==> config.mk <==
export PLATFORM = sky130hd
export DESIGN_NAME = mod_prod_509
export DESIGN_NICKNAME = d
export VERILOG_FILES = /design/src/rtl/mod_prod_509.sv
export SDC_FILE = /design/constraint.sdc
export NUM_CORES = 1
export LEC_CHECK = 0
export CAP_MARGIN = 10
export CORE_MARGIN = 2
export CORE_UTILIZATION = 30
export CTS_CLUSTER_SIZE = 20
export DETAILED_ROUTE_END_ITERATION = 8
export HOLD_SLACK_MARGIN = 0.06
export PLACE_DENSITY = 0.45
export SLEW_MARGIN = 20
export SYNTH_ARGS = -nofsm -noshare
export SYNTH_HDL_FRONTEND = slang
export SYNTH_SLANG_ARGS = --single-unit
==> constraint.sdc <==
create_clock -name clk -period 3.8 [get_ports clk]
set_input_delay 0.57 -clock clk [delete_from_list [all_inputs] [get_ports clk]]
set_output_delay 0.57 -clock clk [all_outputs]
set_load 0.02 [all_outputs]
==> src/rtl/mod_prod_509.sv <==
// -----------------------------------------------------------------------------
// mod_prod_509
//
// Collects one burst of six 9-bit residues from the upstream mod-509 sum stage
// and multiplies them together modulo 509. Each multiply is bit-serial: one
// bit of the operand per clock, MSB first, using shift-add with a conditional
// subtract. Six multiplies of nine bits take 54 cycles. The product then
// appears on a registered output together with a one-cycle valid strobe.
//
// Ports
//   clk        in   1  rising-edge clock
//   rst        in   1  synchronous, active-high reset
//   in_valid   in   1  element strobe from the upstream out_valid
//   data_in    in   9  element value from the upstream data_out
//   busy       out  1  high while elements are not being accepted
//   drop       out  1  one-cycle pulse for each element refused while busy
//   out_valid  out  1  result strobe
//   data_out   out  9  result word, always < 509
//   out_idx    out  3  index of the word currently on data_out
//
// Optional feature (macro MOD_PROD_PREFIX_EN)
//   When this macro is defined, the running product is latched after each of
//   the six multiplies. The output phase then streams all six prefix products
//   with out_idx 0..5. When it is undefined, only the final product is emitted
//   with out_idx = 0, and no prefix storage is built.
// -----------------------------------------------------------------------------
module mod_prod_509 (
  input  logic       clk,
  input  logic       rst,
  input  logic       in_valid,
  input  logic [8:0] data_in,
  output logic       busy,
  output logic       drop,
  output logic       out_valid,
  output logic [8:0] data_out,
  output logic [2:0] out_idx
);

  typedef enum logic [1:0] {
    ST_COLLECT = 2'd0,
    ST_MUL     = 2'd1,
    ST_OUT     = 2'd2
  } state_e;

  localparam logic [9:0] MODULUS   = 10'd509;
  localparam logic [2:0] LAST_ELEM = 3'd5;
  localparam logic [3:0] MSB_BIT   = 4'd8;
`ifdef MOD_PROD_PREFIX_EN
  localparam logic [2:0] LAST_WORD = 3'd5;
`else
  localparam logic [2:0] LAST_WORD = 3'd0;
`endif

  // Single conditional subtract. This is valid because every caller passes a
  // value below 2*509.
  function automatic logic [8:0] mod_reduce(input logic [9:0] v);
    logic [9:0] r;
    if (v >= MODULUS) begin
      r = v - MODULUS;
    end else begin
      r = v;
    end
    return r[8:0];
  endfunction

  state_e     state_q;
  logic [2:0] cnt_q;      // next buffer slot during collection
  logic [2:0] k_q;        // which element is being multiplied in
  logic [3:0] bit_q;      // operand bit handled on this step, 8 down to 0
  logic [8:0] acc_q;      // partial product of the current multiply
  logic [8:0] p_q;        // running product
  logic [8:0] x_q [6];    // captured, reduced burst
  logic [2:0] oi_q;       // output word index during the output phase

  logic       busy_q;
  logic       drop_q;
  logic       out_valid_q;
  logic [8:0] data_out_q;
  logic [2:0] out_idx_q;

`ifdef MOD_PROD_PREFIX_EN
  logic [8:0] prefix_q [6];
`endif

  logic [8:0] cur_x_s;
  logic       cur_bit_s;
  logic [8:0] dbl_s;
  logic [8:0] acc_d;
  logic [8:0] word_s;

  // Operand mux: selects the buffer element for the current multiply.
  always_comb begin
    cur_x_s = 9'd0;
    case (k_q)
      3'd0:    cur_x_s = x_q[0];
      3'd1:    cur_x_s = x_q[1];
      3'd2:    cur_x_s = x_q[2];
      3'd3:    cur_x_s = x_q[3];
      3'd4:    cur_x_s = x_q[4];
      3'd5:    cur_x_s = x_q[5];
      default: cur_x_s = 9'd0;
    endcase
  end

  // One shift-add step. First double the partial product and reduce it, then
  // add P and reduce again if the operand bit is set.
  always_comb begin
    cur_bit_s = cur_x_s[bit_q];
    dbl_s     = mod_reduce({acc_q, 1'b0});
    if (cur_bit_s) begin
      acc_d = mod_reduce({1'b0, dbl_s} + {1'b0, p_q});
    end else begin
      acc_d = dbl_s;
    end
  end

  // Word presented during the output phase.
`ifdef MOD_PROD_PREFIX_EN
  always_comb begin
    word_s = 9'd0;
    case (oi_q)
      3'd0:    word_s = prefix_q[0];
      3'd1:    word_s = prefix_q[1];
      3'd2:    word_s = prefix_q[2];
      3'd3:    word_s = prefix_q[3];
      3'd4:    word_s = prefix_q[4];
      3'd5:    word_s = prefix_q[5];
      default: word_s = 9'd0;
    endcase
  end
`else
  always_comb begin
    word_s = p_q;
  end
`endif

  // Control FSM, datapath registers and registered outputs.
  always_ff @(posedge clk) begin
    if (rst) begin
      state_q     <= ST_COLLECT;
      cnt_q       <= 3'd0;
      k_q         <= 3'd0;
      bit_q       <= 4'd0;
      acc_q       <= 9'd0;
      p_q         <= 9'd0;
      oi_q        <= 3'd0;
      busy_q      <= 1'b0;
      drop_q      <= 1'b0;
      out_valid_q <= 1'b0;
      data_out_q  <= 9'd0;
      out_idx_q   <= 3'd0;
      for (int i = 0; i < 6; i++) begin
        x_q[i] <= 9'd0;
      end
`ifdef MOD_PROD_PREFIX_EN
      for (int i = 0; i < 6; i++) begin
        prefix_q[i] <= 9'd0;
      end
`endif
    end else begin
      drop_q      <= 1'b0;
      out_valid_q <= 1'b0;
      data_out_q  <= 9'd0;
      out_idx_q   <= 3'd0;
      case (state_q)
        ST_COLLECT: begin
          busy_q <= 1'b0;
          if (in_valid) begin
            x_q[cnt_q] <= mod_reduce({1'b0, data_in});
            if (cnt_q == LAST_ELEM) begin
              cnt_q   <= 3'd0;
              p_q     <= 9'd1;
              acc_q   <= 9'd0;
              k_q     <= 3'd0;
              bit_q   <= MSB_BIT;
              busy_q  <= 1'b1;
              state_q <= ST_MUL;
            end else begin
              cnt_q <= cnt_q + 3'd1;
            end
          end
        end
        ST_MUL: begin
          busy_q <= 1'b1;
          drop_q <= in_valid;
          if (bit_q == 4'd0) begin
            // The last bit of this operand finishes the multiply.
            p_q   <= acc_d;
            acc_q <= 9'd0;
            bit_q <= MSB_BIT;
`ifdef MOD_PROD_PREFIX_EN
            prefix_q[k_q] <= acc_d;
`endif
            if (k_q == LAST_ELEM) begin
              k_q     <= 3'd0;
              oi_q    <= 3'd0;
              state_q <= ST_OUT;
            end else begin
              k_q <= k_q + 3'd1;
            end
          end else begin
            acc_q <= acc_d;
            bit_q <= bit_q - 4'd1;
          end
        end
        ST_OUT: begin
          // busy stays high for the cycle in which the last word is shown.
          // The state goes back to COLLECT on that same edge, so the next
          // edge can already accept an element.
          busy_q      <= 1'b1;
          drop_q      <= in_valid;
          out_valid_q <= 1'b1;
          data_out_q  <= word_s;
          out_idx_q   <= oi_q;
          if (oi_q == LAST_WORD) begin
            oi_q    <= 3'd0;
            state_q <= ST_COLLECT;
          end else begin
            oi_q <= oi_q + 3'd1;
          end
        end
        default: begin
          busy_q  <= 1'b0;
          state_q <= ST_COLLECT;
        end
      endcase
    end
  end

  assign busy      = busy_q;
  assign drop      = drop_q;
  assign out_valid = out_valid_q;
  assign data_out  = data_out_q;
  assign out_idx   = out_idx_q;

endmodule

== Word level (Yosys, flattened, before mapping) ==
Memory sizes are Yosys's and may differ from the RTL's.
Cells that the tools add are included.
Storage, ports and cells
  output and inout bits: 15
  memories: 1
  input bits: 12
  register bits: 48
  RAM bits: 54
Memory list
  x_q: words 6, bits a word 9, read ports 6, clocked after Yosys merged registers in 0, wr ports 6, RTL line 72  | logic [8:0] x_q [6];
Cells by class
  eq/ne operators: 13
  reductions and logical operators: 15
  muxes and demuxes: 51
  bitwise logic cells: 2
  $lt $le $gt $ge: 4
  add/sub/neg operators: 8
Operators by type and width (count)
  2-to-1 mux 9 bit: 14
  one-hot mux 9 bit (6 select lines): 1
  one-hot mux 9 bit (2 select lines): 2
  2-to-1 mux 3 bit: 9
  subtractor 9 bit (second input constant): 3
  >= comparator 10 x 9 -> 1 bit (second input constant): 2
  2-to-1 mux 4 bit: 3
  one-hot mux 3 bit (2 select lines): 2
  2-to-1 mux 1 bit: 11
  adder 9 x 9 -> 10 bit: 1
  2-to-1 mux 2 bit: 5
  != test 2 bit (second input constant): 5
  adder 3 x 1 -> 3 bit (second input constant): 3
  == test 3 bit (second input constant): 3
  >= comparator 9 bit (second input constant): 1
  OR reduction 9 bit: 1
  one-hot mux 4 bit (2 select lines): 1
  == test 3 x 2 -> 1 bit (second input constant): 2
  logical NOT 3 bit: 2
  one-hot mux 2 bit (3 select lines): 1
  AND reduction 3 bit: 2
  OR reduction 2 bit: 3
  < comparator 4 x 5 -> 1 bit (second input constant): 1
  AND reduction 5 bit: 1
  other kinds (12): 14

== Depth between registers and ports, before layout ==
Gate-level depths: netlist of run 1.
  depth after elaboration: 8
  mapped depth: 16

== Worst setup path after synthesis of run 1 ==
No wires, ideal clock.
  path kind: flip-flop to flip-flop
  from: reg acc_q[4]
  to: reg acc_q[2]
  required time: 3.683 ns
  stages on the path, launching flop included: 16
  path buffers: 0
  arrival time: 3.999 ns
  path slack: -0.316 ns
  setup time: 0.117 ns
  cell sequence: dfxtp_1 and3_1 and2_1 and4_1 a21oi_1 clkinv_1 mux2_2 ha_1 a21oi_1 or3_1 nand3_2 or4b_4 o31a_1 or3_1 a31o_1 a22o_1
Between the ends
  cells in the longest elaborated chain, start to end: 8
  elaborated cells between the ends (all ways): 10
RTL lines
  from (decl): RTL line 70  | logic [8:0] acc_q;
  from (signal assigned): RTL line 144  | acc_q <= 9'd0;
  from (signal assigned): RTL line 173  | acc_q <= 9'd0;
  from (signal assigned): RTL line 189  | acc_q <= 9'd0;
  >= comparator 10 x 9 -> 1 bit or subtractor 9 bit (tied branches): RTL line 58, 59
  2-to-1 mux 9 bit (*): RTL line 58  | if (v >= MODULUS) begin
  adder 9 x 9 -> 10 bit: RTL line 111  | acc_d = mod_reduce({1'b0, dbl_s} + {1'b0, p_q});
  subtractor 9 bit or >= comparator 10 x 9 -> 1 bit (tied branches): RTL line 59, 58
  2-to-1 mux 9 bit: RTL line 58
  2-to-1 mux 9 bit (*): RTL line 110  | if (cur_bit_s) begin
  2-to-1 mux 9 bit (*): RTL line 186  | if (bit_q == 4'd0) begin
  one-hot mux 9 bit (2 select lines) (*): RTL line 165  | case (state_q)
Every way passes the cells marked *; elsewhere a longest branch is shown, timed or not.
A chain may end at the register's enable or synchronous reset.

== Worst setup path after layout of run 1 ==
  from: reg acc_q[3]
  to: reg acc_q[2]
Same word-level chain as after synthesis.

==> results.md, run 1 <==
- Vias per inst: 5.03
- CTS Buf Count: 9
- Initial cell density of the core: 30.8%
- Worst supply voltage drop on vdd: 214 uV
- Gr ovfl total: 0
- Remaining routing DRC violations: 0
- CP endpoint kind: register
- Gr usage total: 16.3%
- Hold_ws: 0.497 ns
- Leak Pwr: 2.60 nW
- Arr. time, crit path: 4.27 ns
- Nets@finish: 671
- Ports: 27
- Vert. Die Dim: 137 um
- Die Width: 137 um
- Area Growth Syn to Fin: 27.5%
- Reg clk slew, reported paths: 0.07 ns
- Iter 0 DRT Violations: 227
- RSZ-0062 raised after global routing: yes
- Crit-path max FO: 7
- Fmax: 0.249 GHz
- Post-synth top area share: 30.4%
- Max Root-Sink Buffers: 2
- H-tree Lvls: 3
- Max_cap viols: 0
- Mapped cell area: 0.00534 sq mm
- Via count: 4349
- HPWL Detailed: 10800 um
- Max-slew headroom: 53.1%
- Synthesis-stage register bit count: 102
- Num Clock Sinks: 102
- Distinct cells, synth: 59
- Post-CTS Hold Buffers: 0
- Hold/Removal Path Class: register to register
- Core Region: 0.0174 sq mm
- Slowest cell on crit path: or4b_4
- Mapped Cells: 562
- Failing checks: setup timing
- Final setup fails: 14
- TritonCTS clock tree: yes
- Die area: 0.0189 sq mm
- Synth area leader: edfxtp_1
- Kind of critical path: register to register
- Final min period: 4.02 ns
- Root Driver: clkbuf_16
- Synthesis Warnings: 0
- Async set-reset flop share out of synthesis: 0%
- Core Util, Final: 39.2%
- Synth cell count leaders: nor2_1, edfxtp_1, dfxtp_1
- Most frequent CP cell: or3_4
- Row count: 48
- Sequential share of the synthesized area: 48.3%
- DRT Pass-1 Iters: 4
- Syn_nets: 598
- Critical-path cell list: and3_4 -> and2_4 -> and4_4 -> a21oi_4 -> inv_4 -> nand4_1 -> xnor2_2 -> ha_1 -> buf_4 -> nand2b_4 -> or3_4 -> nand3_2 -> or4b_4 -> o31a_1 -> or3_4 -> a31o_1 -> a22o_1
- Pin count of the biggest net entering global routing: 31
- Most frequent cell after synthesis: nor2_1
- Slew Limit Fails: 0
- Tcrit/Tclk final: 106%
- PwrDens: 332 mW/mm^2
- Transition time at the pin with the least slew margin: 0.702 ns
- Global-route wire length before repair: 23500 um
- Post-DRT Antenna Nets: 0
- Layout cells sized above 1: 20.6%
- Syn Area/Cell: 9.50 sq um
- Worst Setup Start Kind: register
- Fin. Hold Viols: 0
- Crit-path max cell delay: 0.47 ns
- Clk_skew: 0.0127 ns
- Detailed Route WL: 14500 um
- Avg WL per Cell: 16.8 um
- PortBufs: 26
- EDFF count, synth: 54
- Placer Congestion: 0.846
- Status: finished, violations left
- Synth Flop Type: edfxtp_1
- Number of global-route vias before repair: 4407
- Most area-consuming cells after synthesis: edfxtp_1, dfxtp_1, nor2_1
- Worst-Skew Late Latency: 0.36 ns
- Final worst setup slack: -0.222 ns
- Initial antenna violation count: 0
- Diode count: 0
- Worst endpoint required time: 4.04 ns
==> worst max-delay path, delay by kind of cell (launching register included) <==
kind	cells	cell delay [ns]
DFF	1	0.33
adders and majority gates	1	0.33
buffers and inverters	2	0.22
and+or+nand+nor	9	1.97
xor gates and xnor gates	1	0.19
AOI/OAI and AO/OA	4	0.86
==> repair_timing <==
item                       4_1_cts  5_1_grt
setup buffers                    6        5
gates resized for setup         23       34
pin swaps                       10       16
setup endpoints to repair       16       18
==> final timing paths <==
path            start  depth (start not counted)  slack [ns]        to
min reg2reg    p_q[6]                          2        0.50    p_q[6]
min            p_q[6]                          2        0.50    p_q[6]
max          acc_q[3]                         17       -0.22  acc_q[2]
max reg2reg  acc_q[3]                         17       -0.22  acc_q[2]
==> state kept, by name (all words and copies together) (netlist names) <==
| signal | count |
|---|---|
| bit_q | 4 |
| state_q | 2 |
| x_q | 54 |
| out_idx | 3 |
| drop | 1 |
| p_q | 9 |
| acc_q | 9 |
| cnt_q | 3 |
| data_out | 9 |
| k_q | 3 |
| out_valid | 1 |
| oi_q | 3 |
| busy | 1 |
==> logic make-up (layout without fill, tap and decap cells) <==
| family | after synthesis | in the layout | share of synthesized area, % |
|---|---|---|---|
| simple gates | 228 | 228 | 21.0 |
| compound gates | 115 | 115 | 14.1 |
| mux | 20 | 20 | 3.84 |
| xor+xnor | 19 | 19 | 3.12 |
| buf+inv | 54 | 132 | 3.86 |
| flops | 102 | 102 | 48.3 |
| fa+ha+maj | 24 | 24 | 5.76 |
==> stage by stage <==
step           total power, mW  instances  area (sq um)  setup TNS (ns)  setup WS (ns)
4_1_cts                   2.28        860          6620           -1.03         -0.190
5_1_grt                   2.34        865          6810           -4.23         -0.393
2_1_floorplan             1.29        562          5360          -0.130         -0.113
6_report                  2.26        865          6810           -1.78         -0.222
3_3_place_gp              1.33        838          6170          -0.896         -0.243
3_5_place_dp              1.33        838          6170           -1.38         -0.297
==> cell usage in the layout, fill, tap and decap left out, types with 6 or more instances in the layout <==
cell             netlist  layout
a22o_1                 6       6
mux2i_1               16      14
nand3_1               18      15
dfxtp_1               48      45
nand3b_1               8       8
clkdlybuf4s50_1        0      26
buf_4                  0      58
a21oi_1               31      26
nand4_1                8       8
clkbuf_16              0       9
xnor2_1               13       8
inv_1                 29      29
o21ai_1                3       6
nand2b_1              13      12
nand2_1               44      43
nor3_1                13      12
o31ai_1                7       6
and2_1                18      16
ha_1                  23      21
o21ai_0               28      20
edfxtp_1              54      54
nor2_1                78      78
==> cell type report <==
| cell class | instances | area, sq um |
|---|---|---|
| inverters | 30 | 115 |
| repair buffers | 86 | 727 |
| clock inverters | 7 | 86.3 |
| fillers | 1715 | 10500 |
| well taps | 225 | 282 |
| flip-flops and latches | 102 | 2590 |
| multi-input cells | 406 | 2790 |
| clock buffers | 9 | 225 |
==> per-layer routing <==
metal	GRT usage, %	wire length [um]	up-vias
li1	-	-	2154
met1	19.8	6440	2111
met2	28.9	7360	66
met3	3.09	390	18
met4	5.61	333	0
met5	0	0	-
==> power breakdown <==
part           internal [mW]  switching [mW]  total, mW
Clock                  0.473           0.477      0.950
Combinational         0.0357          0.0747      0.110
Sequential              1.19          0.0110       1.20
Power figures use the tool's default switching activity.
==> run 2: changes to the inputs <==
--- a/config.mk
+++ b/config.mk
@@ -10,5 +10,5 @@
 export CORE_UTILIZATION = 30
+export CTS_BUF_LIST = sky130_fd_sc_hd__clkbuf_8
 export CTS_CLUSTER_SIZE = 20
 export DETAILED_ROUTE_END_ITERATION = 8
-export HOLD_SLACK_MARGIN = 0.06
 export PLACE_DENSITY = 0.45
--- a/constraint.sdc
+++ b/constraint.sdc
@@ -3,2 +3,2 @@
 set_output_delay 0.57 -clock clk [all_outputs]
-set_load 0.02 [all_outputs]
+set_load 0.05 [all_outputs]
==> results.md, run 2 (synthesis results as in run 1) <==
- Status: finished, violations left
- Failing checks: setup timing
- PortBufs: 26 (unchanged)
- Die Width: 137 um (unchanged)
- PwrDens: 300 mW/mm^2 (-9.5%)
- Num Clock Sinks: 102 (unchanged)
- Leak Pwr: 2.55 nW (-1.9%)
- Global-route wire length before repair: 23500 um (unchanged)
- Initial antenna violation count: 0 (unchanged)
- DRT Pass-1 Iters: 4 (unchanged)
- Vias per inst: 5.02 (-0.12%)
- Max Root-Sink Buffers: 2 (unchanged)
- CTS Buf Count: 9 (unchanged)
- Arr. time, crit path: 4.31 ns (+0.04 ns)
- Top reg by flops: x_q
- Most common cell after layout, fill and taps aside: nor2_1
- Row count: 48 (unchanged)
- Core Util, Final: 38.8% (-0.45 points)
- Diode count: 0 (unchanged)
- Crit-path max FO: 7 (unchanged)
- Final min period: 3.97 ns (-0.0559 ns)
- Pin count of the biggest net entering global routing: 31 (unchanged)
- Transition time at the pin with the least slew margin: 0.690 ns (-0.0117 ns)
- Worst supply voltage drop on vdd: 186 uV (-13%)
- HPWL Detailed: 10800 um (unchanged)
- Slew Limit Fails: 0 (unchanged)
- Worst endpoint required time: 4.14 ns (+0.10 ns)
- Ports: 27 (unchanged)
- Fmax: 0.252 GHz (+1.4%)
- Filler cells: 1727 (+0.70%)
- Number of global-route vias before repair: 4405 (-0.045%)
- Max_cap viols: 0 (unchanged)
- Hold Path Origin: oi_q[2]
- Via count: 4349 (unchanged)
- TritonCTS clock tree: yes
- Area Growth Syn to Fin: 26.0%
- Placer Congestion: 0.846 (unchanged)
- Layout cells sized above 1: 20.0% (-0.66 points)
- Place WS: -0.297 ns (unchanged)
- Reg clk slew, reported paths: 0.11 ns (+0.04 ns)
- Initial cell density of the core: 30.8% (unchanged)
- H-tree Lvls: 3 (unchanged)
- Final worst setup slack: -0.166 ns (+0.0559 ns)
- Max-slew headroom: 53.8% (+0.78 points)
- Worst Setup Start Kind: register
- Hold depth: 1 (-1)
- Remaining routing DRC violations: 0 (unchanged)
- Worst-Skew Late Latency: 0.39 ns (+0.03 ns)
- Commonest non-fill, non-tap cells in the layout: nor2_1, buf_4, edfxtp_1, dfxtp_1, nand2_1
- Worst flop-to-flop path startpoint: acc_q[3]
- Nets@finish: 672 (+0.15%)
- Detailed Route WL: 14600 um (+0.65%)
- RSZ-0062 raised after global routing: yes
- CP endpoint kind: register
- Post-DRT Antenna Nets: 0 (unchanged)
- Root Driver: clkbuf_8
- Worst reg-to-reg path cell count: 18 (+1)
- CP startpoint: acc_q[3]
- Clk_skew: 0.0148 ns (+0.00213 ns)
- Die area: 0.0189 sq mm (unchanged)
- Kind of critical path: register to register
- Setup TNS after final layout: -1.21 ns (+0.570 ns)
- Vert. Die Dim: 137 um (unchanged)
- Final setup fails: 13 (-1)
- Iter 0 DRT Violations: 239 (+5.3%)
- Tcrit/Tclk final: 104% (-1.5 points)
- Avg WL per Cell: 16.9 um (+0.53%)
- Gr usage total: 16.3% (about the same)
- Core Region: 0.0174 sq mm (unchanged)
- Fin. Hold Viols: 0 (unchanged)
- Gr ovfl total: 0 (unchanged)
- Max reg flops: 54 (unchanged)
- Hold/Removal Path Class: register to register
[run 2: cell types whose count changed in the layout (fill, tap and decap cells not counted), sizes merged]
cell,delta
buf,+1
[run 2: worst max-delay path, cell delays in order, from the launching register on]
cell      delay [ns]
dfxtp_2         0.35
and3_4          0.17
and2_4          0.14
and4_4          0.23
a21oi_4         0.07
inv_4           0.09
nand4_1         0.15
xnor2_2         0.29
ha_4            0.26
or3b_1          0.34
o221a_2         0.14
nand3_2         0.08
or4b_4          0.48
buf_6           0.14
o31ai_4         0.17
buf_6           0.15
nand4_1         0.17
a211oi_1        0.35
a221o_1         0.16
[run 2: per-layer routing]
metal  track usage (%)  wire length (um)  share of wire [%]
met1              19.7              6400                 44
met2              28.9              7450                 51
met3              3.09               430                2.9
met4              5.67               335                2.3
met5                 0                 0                  0
[run 2: worst paths after layout]
path,end,slack (ns)
setup / recovery,p_q[4],-0.17
hold / removal,out_idx[2],0.50
setup reg to reg,p_q[4],-0.17
hold reg to reg,out_idx[2],0.50
[run 2: area by class of cell]
type,count,area [sq um],area share (%)
well taps,225,282,4.18
inverters,30,115,1.71
repair buffers,87,744,11.1
clock inverters,7,86.3,1.28
clock buffers,9,124,1.84
multi-input cells,406,2790,41.5
flip-flops and latches,102,2590,38.4
[run 2: where the power goes]
group          internal [mW]  switching, mW  total, mW  leakage, nW
clock network          0.266          0.446      0.712        0.104
registers               1.19         0.0108       1.20        0.950
logic                 0.0358         0.0742      0.110         1.49
[run 2: repair_timing]
item | in CTS | in global routing
hold buffers | 0 | 0
setup buffers | 5 | 7
endpoints found under the setup margin | 16 | 18
resized for setup | 23 | 36
pin swaps | 25 | 18
[run 2: per-stage QoR]
step / hold slack, ns / cells / total power [mW] / area [sq um]
final: 0.501 / 866 / 2.02 / 6730
after global routing: 0.518 / 866 / 2.10 / 6730
after CTS: 0.508 / 859 / 2.05 / 6510
after detailed placement: 0.490 / 838 / 1.33 / 6170
after global placement: 0.473 / 838 / 1.33 / 6170
after floorplan: 0.445 / 562 / 1.29 / 5360
